$ cat config.mk
export PLATFORM = sky130hd
export DESIGN_NAME = led_serial_rx
export DESIGN_NICKNAME = d
export VERILOG_FILES = /design/src/rtl/led_serial_rx.sv
export SDC_FILE = /design/constraint.sdc
export NUM_CORES = 1
export LEC_CHECK = 0
export ABC_CLOCK_PERIOD_IN_PS = 2700
export CAP_MARGIN = 10
export CORE_MARGIN = 4
export CORE_UTILIZATION = 57
export DETAILED_ROUTE_END_ITERATION = 8
export MAX_ROUTING_LAYER = met4
export PLACE_DENSITY_LB_ADDON = 0.12
export SLEW_MARGIN = 20
export SYNTH_ARGS = -nofsm -noshare
export SYNTH_HDL_FRONTEND = slang
export SYNTH_SLANG_ARGS = --single-unit
$ cat constraint.sdc
create_clock -name clk -period 2.7 [get_ports clk]
set_input_delay 0.54 -clock clk [delete_from_list [all_inputs] [get_ports clk]]
set_output_delay 0.54 -clock clk [all_outputs]
set_load 0.02 [all_outputs]
$ cat src/rtl/led_serial_rx.sv
// Bit-serial receiver for the LED blink link: 2-flop synchronizer, start/data/stop framing, LSB first.
// Define PARITY_CHECK_EN to expect an even-parity bit between the data and stop bits.
module led_serial_rx #(
  parameter int unsigned BIT_PERIOD = 1252,
  parameter int unsigned WORD_W     = 32,
  parameter int unsigned CNT_W      = 11
) (
  input  logic              clk,
  input  logic              rst_n,
  input  logic              rx_in,
  output logic [WORD_W-1:0] word,
  output logic              word_valid,
  output logic              frame_err,
  output logic              parity_err,
  output logic              busy
);

  localparam int unsigned IDX_W = (WORD_W > 1) ? $clog2(WORD_W) : 1;
  localparam logic [CNT_W-1:0] HALF_LAST = CNT_W'(BIT_PERIOD / 2 - 1);
  localparam logic [CNT_W-1:0] FULL_LAST = CNT_W'(BIT_PERIOD - 1);
  localparam logic [IDX_W-1:0] IDX_LAST  = IDX_W'(WORD_W - 1);

  typedef enum logic [2:0] {StIdle, StStart, StData, StParity, StStop} state_e;

  state_e             state;
  logic [CNT_W-1:0]   cnt;
  logic [IDX_W-1:0]   bitidx;
  logic [WORD_W-1:0]  shreg;
  logic               rx_meta;
  logic               rx_s;
  logic               par_ok;

  always_ff @(posedge clk or negedge rst_n) begin
    if (!rst_n) begin
      rx_meta <= 1'b0;
      rx_s    <= 1'b0;
    end else begin
      rx_meta <= rx_in;
      rx_s    <= rx_meta;
    end
  end

`ifdef PARITY_CHECK_EN
  logic par_bit;
  logic par_err_q;

  // Even parity: data bits and the parity bit XOR to zero.
  assign par_ok     = ~(^shreg ^ par_bit);
  assign parity_err = par_err_q;
`else
  assign par_ok     = 1'b1;
  assign parity_err = 1'b0;
`endif

  assign busy = (state != StIdle);

  always_ff @(posedge clk or negedge rst_n) begin
    if (!rst_n) begin
      state      <= StIdle;
      cnt        <= '0;
      bitidx     <= '0;
      shreg      <= '0;
      word       <= '0;
      word_valid <= 1'b0;
      frame_err  <= 1'b0;
`ifdef PARITY_CHECK_EN
      par_bit    <= 1'b0;
      par_err_q  <= 1'b0;
`endif
    end else begin
      word_valid <= 1'b0;
      frame_err  <= 1'b0;
`ifdef PARITY_CHECK_EN
      par_err_q  <= 1'b0;
`endif
      unique case (state)
        StIdle: begin
          if (rx_s) begin
            state <= StStart;
            cnt   <= '0;
          end
        end
        StStart: begin
          // Half-period check rejects glitches and aligns later samples to mid-bit.
          if (cnt == HALF_LAST) begin
            cnt <= '0;
            if (rx_s) begin
              state  <= StData;
              bitidx <= '0;
            end else begin
              state <= StIdle;
            end
          end else begin
            cnt <= cnt + 1'b1;
          end
        end
        StData: begin
          if (cnt == FULL_LAST) begin
            cnt           <= '0;
            shreg[bitidx] <= rx_s;
            if (bitidx == IDX_LAST) begin
`ifdef PARITY_CHECK_EN
              state <= StParity;
`else
              state <= StStop;
`endif
            end else begin
              bitidx <= bitidx + 1'b1;
            end
          end else begin
            cnt <= cnt + 1'b1;
          end
        end
`ifdef PARITY_CHECK_EN
        StParity: begin
          if (cnt == FULL_LAST) begin
            cnt     <= '0;
            par_bit <= rx_s;
            state   <= StStop;
          end else begin
            cnt <= cnt + 1'b1;
          end
        end
`endif
        StStop: begin
          if (cnt == FULL_LAST) begin
            cnt   <= '0;
            state <= StIdle;
            if (rx_s) begin
              frame_err <= 1'b1;
            end
`ifdef PARITY_CHECK_EN
            if (!par_ok) begin
              par_err_q <= 1'b1;
            end
`endif
            if (!rx_s && par_ok) begin
              word       <= shreg;
              word_valid <= 1'b1;
            end
          end else begin
            cnt <= cnt + 1'b1;
          end
        end
        default: state <= StIdle;
      endcase
    end
  end

endmodule

; ---- Word level (Yosys, flattened, before mapping)
; Index checks and enable logic that the tools add are counted.
[op_classes]
n_bitwise = 1
reduce_logical = 11
muxes = 25
n_addsub = 2
eq_ne = 13
n_lt_le_gt_ge = 2
[ops]
columns = op, count
row1 = 2-to-1 mux 11 bit, 3
row2 = one-hot mux 11 bit (3 select lines), 1
row3 = bitwise mux 32 bit, 1
row4 = 2-to-1 mux 5 bit, 4
row5 = 2-to-1 mux 3 bit, 5
row6 = inequality test 2 bit (second input constant), 7
row7 = one-hot mux 3 bit (4 select lines), 1
row8 = adder 11 x 1 -> 11 bit (second input constant), 1
row9 = equality test 11 x 10 -> 1 bit (second input constant), 1
row10 = equality test 11 bit (second input constant), 1
row11 = one-hot mux 5 bit (2 select lines), 1
row12 = AND reduction 5 bit, 2
row13 = 2-to-1 mux 1 bit, 7
row14 = < comparator 5 x 6 -> 1 bit (second input constant), 1
row15 = nonzero test 3 bit, 2
row16 = adder 5 x 1 -> 5 bit (second input constant), 1
row17 = demux 1 bit (select 5 bit), 1
row18 = equality test 5 bit (second input constant), 1
row19 = greater-or-equal comparator 5 x 1 -> 1 bit (second input constant), 1
row20 = AND reduction 2 bit, 2
row21 = equality test 3 x 1 -> 1 bit (second input constant), 1
row22 = equality test 3 x 2 -> 1 bit (second input constant), 1
row23 = equality test 3 bit (second input constant), 1
row24 = zero test 3 bit, 1
row25 = 6 further kinds, 6
[totals]
output_inout_bits = 36
reg_bits = 87
in_bits = 3
elab_cells = 63

; ---- Logic depth before layout (Yosys ltp)
; Gate-level depths: netlist of the first run.
[depth]
depth_word = 5
depth_mapped = 8
depth_no_buf = 7

; ---- Least setup slack after synthesis of the first run
; OpenSTA, ideal clock, no wires.
[synth_timing]
path_kind = register -> register
from = register bitidx[0]
to = register bitidx[0]
stages_incl_launch_ff = 9
setup_time_ns = 0.125
path_buffers = 1
period_less_slack_ns = 2.466
path_slack_ns = 0.234
t_arrival_ns = 2.341
required_time_ns = 2.575
cell_sequence = dfrtp_1 -> ha_1 -> clkbuf_1 -> and3_1 -> ha_1 -> or3b_2 -> a21o_2 -> a211o_1 -> mux2_2
[synth_between]
elab_chain_cells = 4
elab_cells_between_ends = 7
cone_classes = 1 x add/sub / 2 x eq/ne / 3 x mux / 1 x reduce/logical
[synth_lines]
columns = element, line
row1 = start: declaration, 27  ; logic [IDX_W-1:0] bitidx;
row2 = start signal: assignment, 108  ; bitidx <= bitidx + 1'b1;
row3 = adder 5 x 1 -> 5 bit, 108
row4 = 2-to-1 mux 5 bit, 101  ; if (bitidx == IDX_LAST) begin
row5 = 2-to-1 mux 5 bit, 98  ; if (cnt == FULL_LAST) begin
row6 = one-hot mux 5 bit (2 select lines), 76  ; unique case (state)
; Parallel ways exist; a longest one is shown, timed or not. The select of a mux whose other input is x is not followed.
; A chain may end at the register's enable or synchronous reset.

; ---- Final worst setup path of the first run
[layout_timing]
from = register state[1]
to = output busy
[layout_between]
elab_chain_cells = 1
[layout_lines]
columns = element, line
row1 = start: declaration, 25  ; state_e state;
row2 = start signal: assignment, 59  ; state <= StIdle;
row3 = start signal: assignment, 79  ; state <= StStart;
row4 = start signal: assignment, 88  ; state <= StData;
row5 = nonzero test 3 bit, 55  ; assign busy = (state != StIdle);
row6 = end: declaration, 15  ; output logic busy
; No other way between the ends.

==> summary.md, run 1 <==
| Metric | Value |
|---|---|
| Outcome | complete, no violations |
| Post-CTS sizing | 0 |
| Clock Sinks | 87 |
| Starting DRT DRC Count | 93 |
| Main combinational cell family by area after synthesis | multiplexers |
| Mux cell area share after synthesis | 0.203 |
| GR Util met1 | 0.261 |
| Worst setup EP type | primary output |
| Top cell type's share of synthesized area | 0.523 |
| Clock slew at reported path FFs | 0.09 ns |
| R2R Path Start | bitidx[0] |
| Worst reg2reg endpoint | bitidx[0] |
| # H-tree levels | 3 |
| Synthesized cell area | ~0.0042 mm² |
| GP Congestion | around 0.86 |
| Worst-Margin Slew | roughly 0.66 ns |
| Clock root cell | clkbuf_8 |
| Simple-Gate Fraction of Synth Area | 0.140 |
| Xor/xnor share of the synthesized area | 0.00211 |
| Post-synthesis compound-gate area fraction | 0.0647 |
| Worst hold path class | input pin to asynchronous set/reset pin |
| TNS Setup | 0 ns |
| Port bufs | 37 |
| Final-layout fill cell count | around 500 |
| Post-detailed-route wirelength per cell | approximately 16 µm |
| Overflow left after global routing | 0 |
| CP max stage cell | clkdlybuf4s50_1 |
| Final-report max-slew violation count | 0 |
| Clock tree buffer depth | 2 |
| Total wire length | slightly below 8000 µm |
| Global routing usage on met3 | 0.0467 |
| Busiest grt layer | met2 |
| Final WS setup | around 0.25 ns |
| Most frequent cells in the layout | dfrtp_1, clkdlybuf4s50_1, nand3_1, mux2_2, mux2_4 |
| Multi-input gate area | approximately 0.0018 mm² |
| Vias in the first global route | 2650 |
| Syn nets | between 300 and 400 |
| Seq cells post-synth | 87 |
| GR Util met2 | 0.314 |
| Storage cell area | around 0.0022 mm² |
| Most common cell after layout, fill and taps aside | dfrtp_1 |
| Hpwl dp | ~5100 µm |
| WHS | around 0.21 ns |
| Die area | 0.00873 mm² |
| CP Cell Sequence | or3_2, clkdlybuf4s50_1 |
| First-pass GRT wire length | 13300 µm |
| Vias per cell | around 5.7 |
| Post-synthesis adder-cell area fraction | 0.0211 |
| CTS buffer count | 9 |
| DR vias | around 2700 |
| Clock skew | between 0.009 and 0.01 ns |
| Pleak | 2.31 nW |
| Largest net degree at the start of global routing | 53 |
| PwrDens | 612 mW/mm² |
| Mapped Cells | about 340 |
| FP Rows | 30 |
| Total power draw | a little under 3 mW |
| CTS tree | built |
| # setup viols final | 0 |
| Asr flop ratio synth | 1.00 |
| Hold_buf cts | 0 |
| Cell family with most CP delay | buffers and inverters |
| Tcrit/Tclk final | 0.907 |
| Unrepaired setup endpoints after global routing | no |
| Final hold vios | 0 |
| DRC violations left | 0 |
| Net count, final | 380 |
| Yosys top cell by area | dfrtp_1 |
| Placement Setup Slack | between 0.3 and 0.4 ns |
| I/O pins | 39 |
| Worst rel slew slack | 0.563 |
| Final Critical Period | approximately 2.4 ns |
| Initial antenna violation count | 0 |
| Synth Flop Type | dfrtp_1 |
| Fmax achieved | about 410 MHz |
| # diodes | 0 |
| Core box area | approximately 0.007 mm² |
| Kind of critical path | flop to primary output |
| Distinct cells, synth | 52 |
| WP data required | roughly 2.2 ns |
| Peak VDD IR | a little over 400 µV |
| Layout cells sized above 1 | 0.273 |
| R2R cell count | 7 |
| R2R setup slack | 0.28 ns |
| Die height | about 93 µm |
| Sequential fraction of the synthesis area | 0.523 |
| Worst endpoint data arrival time | around 1.9 ns |
| Critical path peak fanout | 9 |
| P&R area growth vs syn | 16.8% |
| First-pass iteration count of the detailed router | 4 |
| Syn avg cell area | 12.4 µm² |
| Starting density of the core | 0.599 |
| Count of max-cap constraint violations | 0 |
| Clk Latency, worst-skew pair | 0.36 ns |
| Postcts setup bufs | 0 |
| Synth area leaders | dfrtp_1, mux2_4, mux2_2, nand3_1, nand2_1 |
| Antenna Nets Post-Route | 0 |
| Largest stage delay, worst path | 0.56 ns |
| Post-synth EDFFs | 0 |
| CP Buf/Inv Count | 1 |
| Yosys warnings | 0 |
| Global Route Usage Sum | 0.202 |
| Die width | slightly above 90 µm |
| Startpoint Class | flop |
==> per-layer routing <==
metal	wire, µm	part of all wire
met2	3680	0.48
met1	3630	0.47
met4	93	0.012
met3	298	0.039
met5	0	0
==> cell families after synthesis <==
logic type               Yosys count
AND/OR/NAND/NOR                  106
flip-flops                        87
multiplexers                      65
AO/OA/AOI/OAI                     38
buffers and inverters             31
adder cells (fa/ha/maj)            7
other                              1
XOR/XNOR                           1
==> final cells by class <==
| cell class | instances | area share |
|---|---|---|
| clock buffer | 9 | 0.0255 |
| timing repair buffer | 47 | 0.0989 |
| multi-input combinational | 218 | 0.370 |
| inverter | 7 | 0.00541 |
| sequential | 87 | 0.448 |
| clock inverter | 5 | 0.0270 |
| tap | 96 | 0.0247 |
==> worst max path at each step <==
stage / slack (ns) / endpoint / depth (start not counted) / from
after global routing: 0.18 / busy / 2 / state[1]
after detailed placement: 0.31 / bitidx[0] / 7 / bitidx[0]
after global placement: 0.32 / bitidx[0] / 7 / bitidx[1]
after CTS: 0.24 / busy / 2 / state[1]
after floorplan: 0.23 / bitidx[0] / 8 / bitidx[0]
final: 0.25 / busy / 2 / state[1]
==> state kept, by name, summed over array words and instances, names as in the netlist <==
signal      count
cnt            11
bitidx          5
state           3
frame_err       1
word           32
rx_meta         1
rx_s            1
shreg          32
word_valid      1
==> stage by stage <==
step / instance area [µm²] / util / cells
after floorplan: 4160 / - / 336
after global placement: 4600 / 0.663 / 455
after detailed placement: 4600 / 0.663 / 455
after CTS: 4860 / 0.700 / 469
after global routing: 4860 / 0.700 / 469
final: 4860 / 0.700 / 469
==> cells in the mapped netlist, drive strengths merged (2+ instances only) <==
master,number
dfrtp,87
clkbuf,12
or3,3
nor2b,2
nand2,25
nor2,7
ha,7
nor3b,6
a21o,2
nand3,36
a22o,3
a21oi,2
buf,12
o31a,2
or3b,4
o31ai,3
o22ai,4
nor4,3
o21ai,8
and3,4
nor3,8
inv,7
o211ai,5
mux2,65
a211o,2
==> report_power, final <==
part	switching (mW)	internal, mW
clock network	0.457	0.704
registers	0.0658	1.34
logic	0.252	0.153
Note: power is estimated with default switching activity, not from simulation.
==> run 2, diff against run 1 <==
- SLEW_MARGIN: 20 -> default
==> results of run 2 <==
Same layout as run 1: the final DEF is identical, and so are final timing and power.
